==> config.mk <==
export PLATFORM = sky130hd
export DESIGN_NAME = icache_tag_cam_flat
export DESIGN_NICKNAME = d
export VERILOG_FILES = /design/src/rtl/icache_tag_cam_if.sv /design/src/rtl/icache_tag_cam.sv /design/src/flat_wrapper.sv
export SDC_FILE = /design/constraint.sdc
export NUM_CORES = 1
export LEC_CHECK = 0
export BUFFER_PORTS_ARGS = -buffer_cell sky130_fd_sc_hd__buf_2
export CAP_MARGIN = 10
export CORE_AREA = 2 2 181 183
export CTS_BUF_LIST = sky130_fd_sc_hd__clkbuf_16
export CTS_CLUSTER_SIZE = 10
export DETAILED_ROUTE_END_ITERATION = 8
export DIE_AREA = 0 0 183 185
export PLACE_DENSITY = 0.83
export SETUP_SLACK_MARGIN = 0.4
export SYNTH_ARGS = -nofsm -noshare
export SYNTH_HDL_FRONTEND = slang
export SYNTH_SLANG_ARGS = --single-unit
==> constraint.sdc <==
create_clock -name clk -period 4.8 [get_ports clk]
set_input_delay 0.96 -clock clk [delete_from_list [all_inputs] [get_ports clk]]
set_output_delay 0.96 -clock clk [all_outputs]
set_load 0.02 [all_outputs]
==> src/rtl/icache_tag_cam_if.sv <==
// icache_tag_cam_if: request/response bundle between the fetch/coherence logic and the tag CAM.
// Parameters:
//   TAG_W - tag width
//   DP    - number of entries
// Request signals, driven by the master:
//   flush            - invalidate everything
//   lkp_req/lkp_tag  - lookup strobe and tag
//   alloc_wr/alloc_tag - allocate or refresh strobe and tag
//   inv_req/inv_tag  - invalidate-by-tag strobe and tag
// Response signals, driven by the slave:
//   lkp_vld/lkp_hit/lkp_idx/lkp_nxt_hit - registered lookup response
//   vict_idx/vict_valid/vict_tag        - combinational victim for the next allocation
//   valid_cnt/full/empty                - occupancy
interface icache_tag_cam_if #(
    parameter int TAG_W = 20,
    parameter int DP    = 8
);
    localparam int AW = $clog2(DP);

    logic             flush;
    logic             lkp_req;
    logic [TAG_W-1:0] lkp_tag;
    logic             lkp_vld;
    logic             lkp_hit;
    logic [AW-1:0]    lkp_idx;
    logic             lkp_nxt_hit;
    logic             alloc_wr;
    logic [TAG_W-1:0] alloc_tag;
    logic [AW-1:0]    vict_idx;
    logic             vict_valid;
    logic [TAG_W-1:0] vict_tag;
    logic             inv_req;
    logic [TAG_W-1:0] inv_tag;
    logic [AW:0]      valid_cnt;
    logic             full;
    logic             empty;

    modport master (
        output flush, lkp_req, lkp_tag, alloc_wr, alloc_tag, inv_req, inv_tag,
        input  lkp_vld, lkp_hit, lkp_idx, lkp_nxt_hit, vict_idx, vict_valid, vict_tag,
               valid_cnt, full, empty
    );

    modport slave (
        input  flush, lkp_req, lkp_tag, alloc_wr, alloc_tag, inv_req, inv_tag,
        output lkp_vld, lkp_hit, lkp_idx, lkp_nxt_hit, vict_idx, vict_valid, vict_tag,
               valid_cnt, full, empty
    );
endinterface

==> src/rtl/icache_tag_cam.sv <==
// icache_tag_cam: fully-associative icache tag store with FIFO or true-LRU replacement.
// Parameters:
//   TAG_W - tag width
//   DP    - number of entries, a power of 2
//   REPL  - replacement policy: 0 = FIFO round-robin, 1 = true LRU
// Ports:
//   clk     - clock
//   reset_n - asynchronous, active-low reset
//   bus     - icache_tag_cam_if.slave, carrying:
//             lookup (registered, 1-cycle latency, includes a next-line hit),
//             allocate/refresh with duplicate suppression,
//             invalidate-by-tag,
//             flush,
//             victim preview,
//             occupancy.
module icache_tag_cam #(
    parameter int TAG_W = 20,
    parameter int DP    = 8,
    parameter int REPL  = 0
) (
    input logic             clk,
    input logic             reset_n,
    icache_tag_cam_if.slave bus
);
    localparam int AW = $clog2(DP);

    logic [DP-1:0]    valid_q, valid_d;
    logic [TAG_W-1:0] tag_q [DP];
    logic [TAG_W-1:0] tag_d [DP];
    logic [AW-1:0]    age_q [DP];
    logic [AW-1:0]    age_d [DP];
    logic [AW-1:0]    ptr_q, ptr_d;
    logic             lkp_vld_q, lkp_vld_d;
    logic             lkp_hit_q, lkp_hit_d;
    logic [AW-1:0]    lkp_idx_q, lkp_idx_d;
    logic             lkp_nxt_q, lkp_nxt_d;

    logic [TAG_W-1:0] nxt_tag;
    logic             l_hit, l_nxt, a_hit, any_free, full_w, t_en;
    logic [AW-1:0]    l_idx, a_idx, free_idx, old_idx, vict, tgt, t_idx;
    logic [AW:0]      cnt;

    // Match logic against pre-edge state; the later index overrides, so the highest hit wins.
    always_comb begin
        nxt_tag  = bus.lkp_tag + TAG_W'(1);
        l_hit    = 1'b0;
        l_nxt    = 1'b0;
        l_idx    = '0;
        a_hit    = 1'b0;
        a_idx    = '0;
        old_idx  = '0;
        any_free = 1'b0;
        free_idx = '0;
        cnt      = '0;
        for (int i = 0; i < DP; i++) begin
            if (valid_q[i] && tag_q[i] == bus.lkp_tag) begin
                l_hit = 1'b1;
                l_idx = AW'(i);
            end
            if (valid_q[i] && tag_q[i] == nxt_tag) l_nxt = 1'b1;
            if (valid_q[i] && tag_q[i] == bus.alloc_tag) begin
                a_hit = 1'b1;
                a_idx = AW'(i);
            end
            if (age_q[i] == AW'(DP - 1)) old_idx = AW'(i);
            cnt = cnt + (AW+1)'(valid_q[i]);
        end
        // Descending scan leaves the lowest invalid index.
        for (int i = DP - 1; i >= 0; i--) begin
            if (!valid_q[i]) begin
                any_free = 1'b1;
                free_idx = AW'(i);
            end
        end
        vict   = any_free ? free_idx : (REPL != 0 ? old_idx : ptr_q);
        full_w = cnt == (AW+1)'(DP);
    end

    // Next state; flush overrides everything and discards same-cycle requests.
    always_comb begin
        tgt   = a_hit ? a_idx : vict;
        // An allocate touch takes precedence over a lookup-hit touch.
        t_en  = bus.alloc_wr || (bus.lkp_req && l_hit);
        t_idx = bus.alloc_wr ? tgt : l_idx;
        ptr_d = (bus.alloc_wr && !a_hit && full_w) ? ptr_q + AW'(1) : ptr_q;
        for (int i = 0; i < DP; i++) begin
            valid_d[i] = valid_q[i];
            tag_d[i]   = tag_q[i];
            age_d[i]   = age_q[i];
            if (bus.inv_req && valid_q[i] && tag_q[i] == bus.inv_tag) valid_d[i] = 1'b0;
            // Applied after invalidate so an allocate to the same entry keeps it valid.
            if (bus.alloc_wr && tgt == AW'(i)) begin
                valid_d[i] = 1'b1;
                if (!a_hit) tag_d[i] = bus.alloc_tag;
            end
            if (REPL != 0 && t_en)
                age_d[i] = (AW'(i) == t_idx) ? '0 :
                           (age_q[i] < age_q[t_idx]) ? age_q[i] + AW'(1) : age_q[i];
            if (bus.flush) begin
                valid_d[i] = 1'b0;
                tag_d[i]   = '0;
                age_d[i]   = AW'(i);
            end
        end
        if (bus.flush) ptr_d = '0;
        lkp_vld_d = bus.lkp_req && !bus.flush;
        lkp_hit_d = lkp_vld_d && l_hit;
        lkp_idx_d = lkp_hit_d ? l_idx : '0;
        lkp_nxt_d = lkp_vld_d && l_nxt;
    end

    always_ff @(posedge clk or negedge reset_n) begin
        if (!reset_n) begin
            valid_q   <= '0;
            ptr_q     <= '0;
            lkp_vld_q <= 1'b0;
            lkp_hit_q <= 1'b0;
            lkp_idx_q <= '0;
            lkp_nxt_q <= 1'b0;
            for (int i = 0; i < DP; i++) begin
                tag_q[i] <= '0;
                age_q[i] <= AW'(i);
            end
        end else begin
            valid_q   <= valid_d;
            ptr_q     <= ptr_d;
            lkp_vld_q <= lkp_vld_d;
            lkp_hit_q <= lkp_hit_d;
            lkp_idx_q <= lkp_idx_d;
            lkp_nxt_q <= lkp_nxt_d;
            tag_q     <= tag_d;
            age_q     <= age_d;
        end
    end

    assign bus.lkp_vld     = lkp_vld_q;
    assign bus.lkp_hit     = lkp_hit_q;
    assign bus.lkp_idx     = lkp_idx_q;
    assign bus.lkp_nxt_hit = lkp_nxt_q;
    assign bus.vict_idx    = vict;
    assign bus.vict_valid  = valid_q[vict];
    assign bus.vict_tag    = tag_q[vict];
    assign bus.valid_cnt   = cnt;
    assign bus.full        = full_w;
    assign bus.empty       = cnt == '0;
endmodule

==> src/flat_wrapper.sv <==
// flat-port wrapper written by rule: the top's interface ports become plain ports
module icache_tag_cam_flat 
#(
    parameter int TAG_W = 20,
    parameter int DP    = 8,
    parameter int REPL  = 0
)
  (clk, reset_n, bus_flush, bus_lkp_req, bus_lkp_tag, bus_alloc_wr, bus_alloc_tag, bus_inv_req, bus_inv_tag, bus_lkp_vld, bus_lkp_hit, bus_lkp_idx, bus_lkp_nxt_hit, bus_vict_idx, bus_vict_valid, bus_vict_tag, bus_valid_cnt, bus_full, bus_empty);
  icache_tag_cam_if #(.TAG_W(TAG_W), .DP(DP)) bus_i ();
  input logic clk;
  input logic reset_n;
  input wire logic [$bits(bus_i.flush)-1:0] bus_flush;
  input wire logic [$bits(bus_i.lkp_req)-1:0] bus_lkp_req;
  input wire logic [$bits(bus_i.lkp_tag)-1:0] bus_lkp_tag;
  input wire logic [$bits(bus_i.alloc_wr)-1:0] bus_alloc_wr;
  input wire logic [$bits(bus_i.alloc_tag)-1:0] bus_alloc_tag;
  input wire logic [$bits(bus_i.inv_req)-1:0] bus_inv_req;
  input wire logic [$bits(bus_i.inv_tag)-1:0] bus_inv_tag;
  output wire logic [$bits(bus_i.lkp_vld)-1:0] bus_lkp_vld;
  output wire logic [$bits(bus_i.lkp_hit)-1:0] bus_lkp_hit;
  output wire logic [$bits(bus_i.lkp_idx)-1:0] bus_lkp_idx;
  output wire logic [$bits(bus_i.lkp_nxt_hit)-1:0] bus_lkp_nxt_hit;
  output wire logic [$bits(bus_i.vict_idx)-1:0] bus_vict_idx;
  output wire logic [$bits(bus_i.vict_valid)-1:0] bus_vict_valid;
  output wire logic [$bits(bus_i.vict_tag)-1:0] bus_vict_tag;
  output wire logic [$bits(bus_i.valid_cnt)-1:0] bus_valid_cnt;
  output wire logic [$bits(bus_i.full)-1:0] bus_full;
  output wire logic [$bits(bus_i.empty)-1:0] bus_empty;
  assign bus_i.flush = bus_flush;
  assign bus_i.lkp_req = bus_lkp_req;
  assign bus_i.lkp_tag = bus_lkp_tag;
  assign bus_i.alloc_wr = bus_alloc_wr;
  assign bus_i.alloc_tag = bus_alloc_tag;
  assign bus_i.inv_req = bus_inv_req;
  assign bus_i.inv_tag = bus_inv_tag;
  assign bus_lkp_vld = bus_i.lkp_vld;
  assign bus_lkp_hit = bus_i.lkp_hit;
  assign bus_lkp_idx = bus_i.lkp_idx;
  assign bus_lkp_nxt_hit = bus_i.lkp_nxt_hit;
  assign bus_vict_idx = bus_i.vict_idx;
  assign bus_vict_valid = bus_i.vict_valid;
  assign bus_vict_tag = bus_i.vict_tag;
  assign bus_valid_cnt = bus_i.valid_cnt;
  assign bus_full = bus_i.full;
  assign bus_empty = bus_i.empty;
  icache_tag_cam #(.TAG_W(TAG_W), .DP(DP), .REPL(REPL)) u_core (.clk(clk), .reset_n(reset_n), .bus(bus_i));
endmodule
After elaboration in Yosys (flattened, before gate mapping)
Cells that the tools add are included.

storage, ports and cells
  word-level logic and storage cells = 261
  RAM bits = 0
  bits of input ports = 66
  memories kept = 0
  bits in latches = 0
  flip-flop bits (word level) = 177
  memory bits (read-only) = 0

operators by class
  multiplexer cells = 105
  add/subtract/negate cells = 9
  reductions and logical operators = 82
  shifts and indexed selects = 0
  bitwise operators = 1
  eq/ne operators = 41
  multiply operators = 0
  div/mod/pow operators = 0
  order comparisons = 2

operator list
  cell                   number
  $eq 20x20->1           32
  $mux 20                19
  $mux 3                 21
  $bmux 20 s3            1
  $mux 1                 59
  $logic_and 1x1->1      53
  $add 4x1->4            6
  $reduce_bool 3->1      8
  $add 20x1->20 const B  1
  $reduce_bool 2->1      9
  $reduce_and 2->1       8
  $eq 3x3->1 const B     4
  $mux 2                 4
  $eq 3x2->1 const B     2
  $eq 4x4->1 const B     1
  $ge 4x4->1 const B     1
  $logic_not 4->1        1
  $lt 3x4->1 const B     1
  $not 3->4              1
  $add 3x1->3 const B    1
  $bmux 1 s3             1
  $eq 3x1->1 const B     1
  $logic_not 3->1        1
  $add 1x1->2            1
  2 further kinds        3

Logic depth before layout (Yosys ltp)
  word-level depth = 15
  mapped depth = 14
  gate-level depth less buffers = 14

Worst setup path after synthesis
No wires, ideal clock.

  kind = register to output
  start = reg u_core.valid_q[0]
  end = out bus_full
  path buffers = 0
  data arrival time = 3.327 ns
  stages on the path, launching flop included = 10
  path slack = 0.513 ns
  cell sequence = dfrtp_1 > ha_1 > inv_1 > fa_1 > fa_1 > fa_1 > inv_1 > fa_1 > or3_1 > nor2_1

on the way
  longest elaborated chain between the ends = 8

RTL lines
  item                       line                   source
  start, declared            icache_tag_cam.sv:27   logic [DP-1:0] valid_q, valid_d;
  start signal, assigned     icache_tag_cam.sv:125  valid_q <= valid_d;
  $add 1x1->2                icache_tag_cam.sv:66   cnt = cnt + (AW+1)'(valid_q[i]);
  $add 4x1->4 (6 in series)  icache_tag_cam.sv:66
  via bus_valid_cnt[1]       flat_wrapper.sv:26     output wire logic [$bits(bus_i.valid_cnt)-1:0] bus_valid_cnt;
  $eq 4x4->1                 icache_tag_cam.sv:76   full_w = cnt == (AW+1)'(DP);
  end, declared              flat_wrapper.sv:27     output wire logic [$bits(bus_i.full)-1:0] bus_full;

The timed path passes the listed nets, and every way through them passes these cells.

Worst setup path after layout
  start = reg u_core.valid_q[2]
  end = out bus_full

on the way
  longest elaborated chain between the ends = 7

RTL lines
  item                       line
  $add 4x1->4 (6 in series)  icache_tag_cam.sv:66
  $eq 4x4->1                 icache_tag_cam.sv:76

Every way passes these cells.

==> implementation parameters <==
Parameter                              Value

Outcome
  Outcome ... completed

Die
  Std cell rows ... 66
  Height of the die ... 185 um
  Horizontal extent of the die ... 183 um
  Initial Utilization ... 59.2%
  Core Region ... 32000 um2
  I/O pins ... 102
  Die Footprint ... 33900 um2

GRT
  Global routing usage on met1 ... 65.4%
  Number of antenna violations at the first check in global routing ... 8
  GRT Residual Overflow ... 0
  Met2 Use GR ... 78.9%
  Vias in the first global route ... 17706
  Gr busiest metal ... met2
  Overall Global Routing Usage ... 58.3%
  Global-route wire length before repair ... 135000 um
  Met3 global-route usage ... 32.9%
  Largest net degree at the start of global routing ... 105

Placed design
  Number of buffer cells added on primary ports ... 101
  Routability-driven placement congestion ratio ... 1.22
  Detailed-placement wirelength estimate ... 71400 um
  Count of placed standard cells including taps ... 2485

Synth
  Post-synthesis adder-cell area fraction ... 0.752%
  Number of enable-type register cells in the synthesized netlist ... 0
  Count of state elements after synthesis ... 177
  Yosys Warn Count ... 0
  Ranking of synthesized cells by area ... sky130_fd_sc_hd__dfrtp_1 23%, sky130_fd_sc_hd__xnor2_1 17%, sky130_fd_sc_hd__mux2i_1 15%, sky130_fd_sc_hd__xor2_1 11%, sky130_fd_sc_hd__nand2b_1 6.2%
  Top flip-flop cell by instance count after synthesis ... sky130_fd_sc_hd__dfrtp_1
  Share of the synthesized area in compound gates (AO/OA/AOI/OAI) ... 4.00%
  Cells after synthesis ... 2131
  Average cell area after synthesis ... 8.91 um2
  XOR/XNOR Fraction of Synth Area ... 30.0%
  Share of async-settable or async-resettable flops after synthesis ... 100%
  Share of synthesized area occupied by flip-flops and latches ... 23.3%
  Post-synth design cell area ... 19000 um2
  Synth unique cells ... 78
  Main combinational cell family by area after synthesis ... XOR/XNOR gates
  Simple-gate portion of the synthesized area ... 18.5%
  Mapped Nets ... 2206
  Cell type contributing the most total cell area after synthesis ... sky130_fd_sc_hd__dfrtp_1
  Area share of the largest cell type after synthesis ... 23.3%
  Count leader, synth ... sky130_fd_sc_hd__xnor2_1
  Commonest cells in the netlist ... 373 x sky130_fd_sc_hd__xnor2_1, 284 x sky130_fd_sc_hd__mux2i_1, 239 x sky130_fd_sc_hd__xor2_1
  Fraction of synthesized area in multiplexers ... 16.2%

STA
  Worst slew pin tran ... 1350 ps
  Count of endpoints failing setup in the final report ... 0
  Max-slew violation count ... 0
  Clock skew ... 9.95 ps
  Setup Total Neg Slack ... 0 ps
  Tightest slew margin relative to the limit ... 9.07%
  Setup repair after global routing missed its margin ... true
  Min cycle time layout ... 4710 ps
  Final hold slack ... 549 ps
  Final Hold Vio Count ... 0
  Fmax ... 213 MHz
  Post-route clock period utilization ... 98.0%

Drt
  Wire length per cell after detailed routing ... 39.2 um
  Via count ... 18458
  DRC violations left ... 0
  Count of TritonRoute iterations in the first routing pass ... 8
  Wire length reported by the detailed router ... 98800 um
  Final antenna-violating net count ... 0
  Via count normalized by instance count ... 7.32
  Number of design-rule violations left by the first detailed-router iteration ... 3382

Pwr
  Share of power burned in registers ... 36.5%
  Part of the total power dissipated in combinational logic ... 29.0%
  Switching share of power ... 36.6%
  Cell leakage power ... 8.99 nW
  Internal power summed over all cells ... 2.79 mW
  Power after layout ... 4.40 mW
  Power per standard cell area ... 214 nW/um2
  IR drop worst, VDD ... 0.000278 V
  NetSw ... 1.61 mW
  Part of the power in the clock network ... 34.5%

Critical path
  Crit path cell chain ... inv_1 > fa_1 > fa_1 > fa_2 > inv_2 > fa_2 > or3_4 > nor2_2 > buf_4
  Critical path endpoint category ... primary output
  Crit Path Max Fanout ... 5
  Crit path kind ... reg -> out
  Data required time at the worst endpoint ... 3840 ps
  Worst EP arrival ... 3750 ps
  Largest stage delay, worst path ... 590 ps
  Largest delay share family, worst path ... adder cells
  Critical path buffer and inverter count ... 3
  Startpoint type of the worst setup path ... flip-flop
  Critical-path cell with the highest stage delay ... sky130_fd_sc_hd__fa_1

Clock tree
  H-tree depth ... 4
  Clk Latency, worst-skew pair ... 470 ps
  CTS tree ... built
  Maximum buffer depth of the clock tree ... 2
  Clock-pin slew on the worst setup and hold paths ... 80 ps
  Number of clock sinks seen by CTS ... 177
  Clk root buf ... sky130_fd_sc_hd__clkbuf_16
  Number of clock buffers inserted by TritonCTS ... 17

Cells and area
  End-of-flow core utilization ... 64.0%
  Count of filler cells inserted in the layout ... 2674
  Non-filler instance count after layout ... 2522
  Growth of design area from synthesis to finish ... 8.08%
  FF/Latch Area ... 4430 um2
  Net total in the final layout ... 2175
  Area taken by multi-input logic gates ... 13200 um2
  Ratio of cells with drive above 1 in the final layout ... 15.4%

Job
  Max-cap violations ... 0

Hold path
  Path category of the worst min-delay check ... in -> async
-- final cells by class --
class / count / share of cell area, %
multi-input cells: 1633 / 64.5
diodes: 1 / 0.0122
repair buffers: 243 / 7.87
flip-flops and latches: 177 / 21.6
well taps: 408 / 2.49
clock inverters: 15 / 0.927
clock buffers: 17 / 2.07
inverters: 28 / 0.512
-- layout by cell type, fill, tap and decap left out, drive strengths merged, types with 7 or more instances in the layout --
master / n
xnor2: 375
mux2i: 284
buf: 243
xor2: 239
nand2b: 188
dfrtp: 177
nand4: 90
nor4: 89
nand3: 46
nand2: 36
inv: 35
o21ai: 31
nor2: 30
nor3: 24
mux2: 20
a21oi: 19
or3: 18
clkbuf: 17
or4: 14
xnor3: 13
nor2b: 8
nand3b: 8
nor3b: 7
-- worst paths after layout --
path | startpoint | end | slack, ps | depth (start not counted)
max in group asynchronous | reset_n | u_core.tag_q[152] | 3140 | 2
worst max register to register | u_core.valid_q[2] | u_core.ptr_q[1] | 750 | 12
min in group clk | u_core.ptr_q[0] | u_core.ptr_q[0] | 590 | 2
worst min-delay path | reset_n | u_core.tag_q[147] | 550 | 1
worst min register to register | u_core.ptr_q[0] | u_core.ptr_q[0] | 590 | 2
worst max-delay path | u_core.valid_q[2] | bus_full | 90 | 9
-- timing repair --
| item | CTS | global route |
|---|---|---|
| buffers inserted | 2 | 1 |
| hold buffers | 0 | 0 |
| pin swaps | 1 | 0 |
| endpoints found under the hold margin | 0 | 0 |
| setup endpoints to repair | 3 | 16 |
| resized for setup | 10 | 2 |
| cloned | 0 | 0 |
-- sequential cells by signal, indices dropped and copies added (netlist names) --
| signal | cells |
|---|---|
| u_core.tag_q | 160 |
| u_core.bus.lkp_hit | 1 |
| u_core.bus.lkp_idx | 3 |
| u_core.valid_q | 8 |
| u_core.bus.lkp_nxt_hit | 1 |
| u_core.ptr_q | 3 |
| u_core.bus.lkp_vld | 1 |
-- power groups by stage --
stage	logic [mW]	registers [mW]	clock network, mW
2_1_floorplan	0.837	1.56	0
3_3_place_gp	1.19	1.62	0
3_5_place_dp	1.20	1.62	0
4_1_cts	1.21	1.59	1.51
5_1_grt	1.31	1.60	1.57
6_report	1.28	1.60	1.52
-- per-layer routing --
metal / up-vias / wire, um
li1: 7105 / -
met1: 8697 / 32200
met2: 1927 / 38200
met3: 717 / 17200
met4: 12 / 11000
met5: - / 216
-- cells by family (layout without fill, tap and decap cells) --
kind of cell,after synthesis,count (layout)
adders and majority gates,9,9
xor gates and xnor gates,627,627
AOI/OAI and AO/OA,112,112
DFF,177,177
buffers and inverters,321,303
other,0,1
muxes,304,304
and+or+nand+nor,581,581
-- through the flow --
step	cell area (um2)	setup slack, ps
floorplan	19000	513
global placement	19800	490
detailed placement	19800	480
CTS	20500	165
global route	20500	31.8
finish	20500	94.9
(Power assumes the default switching activity.)
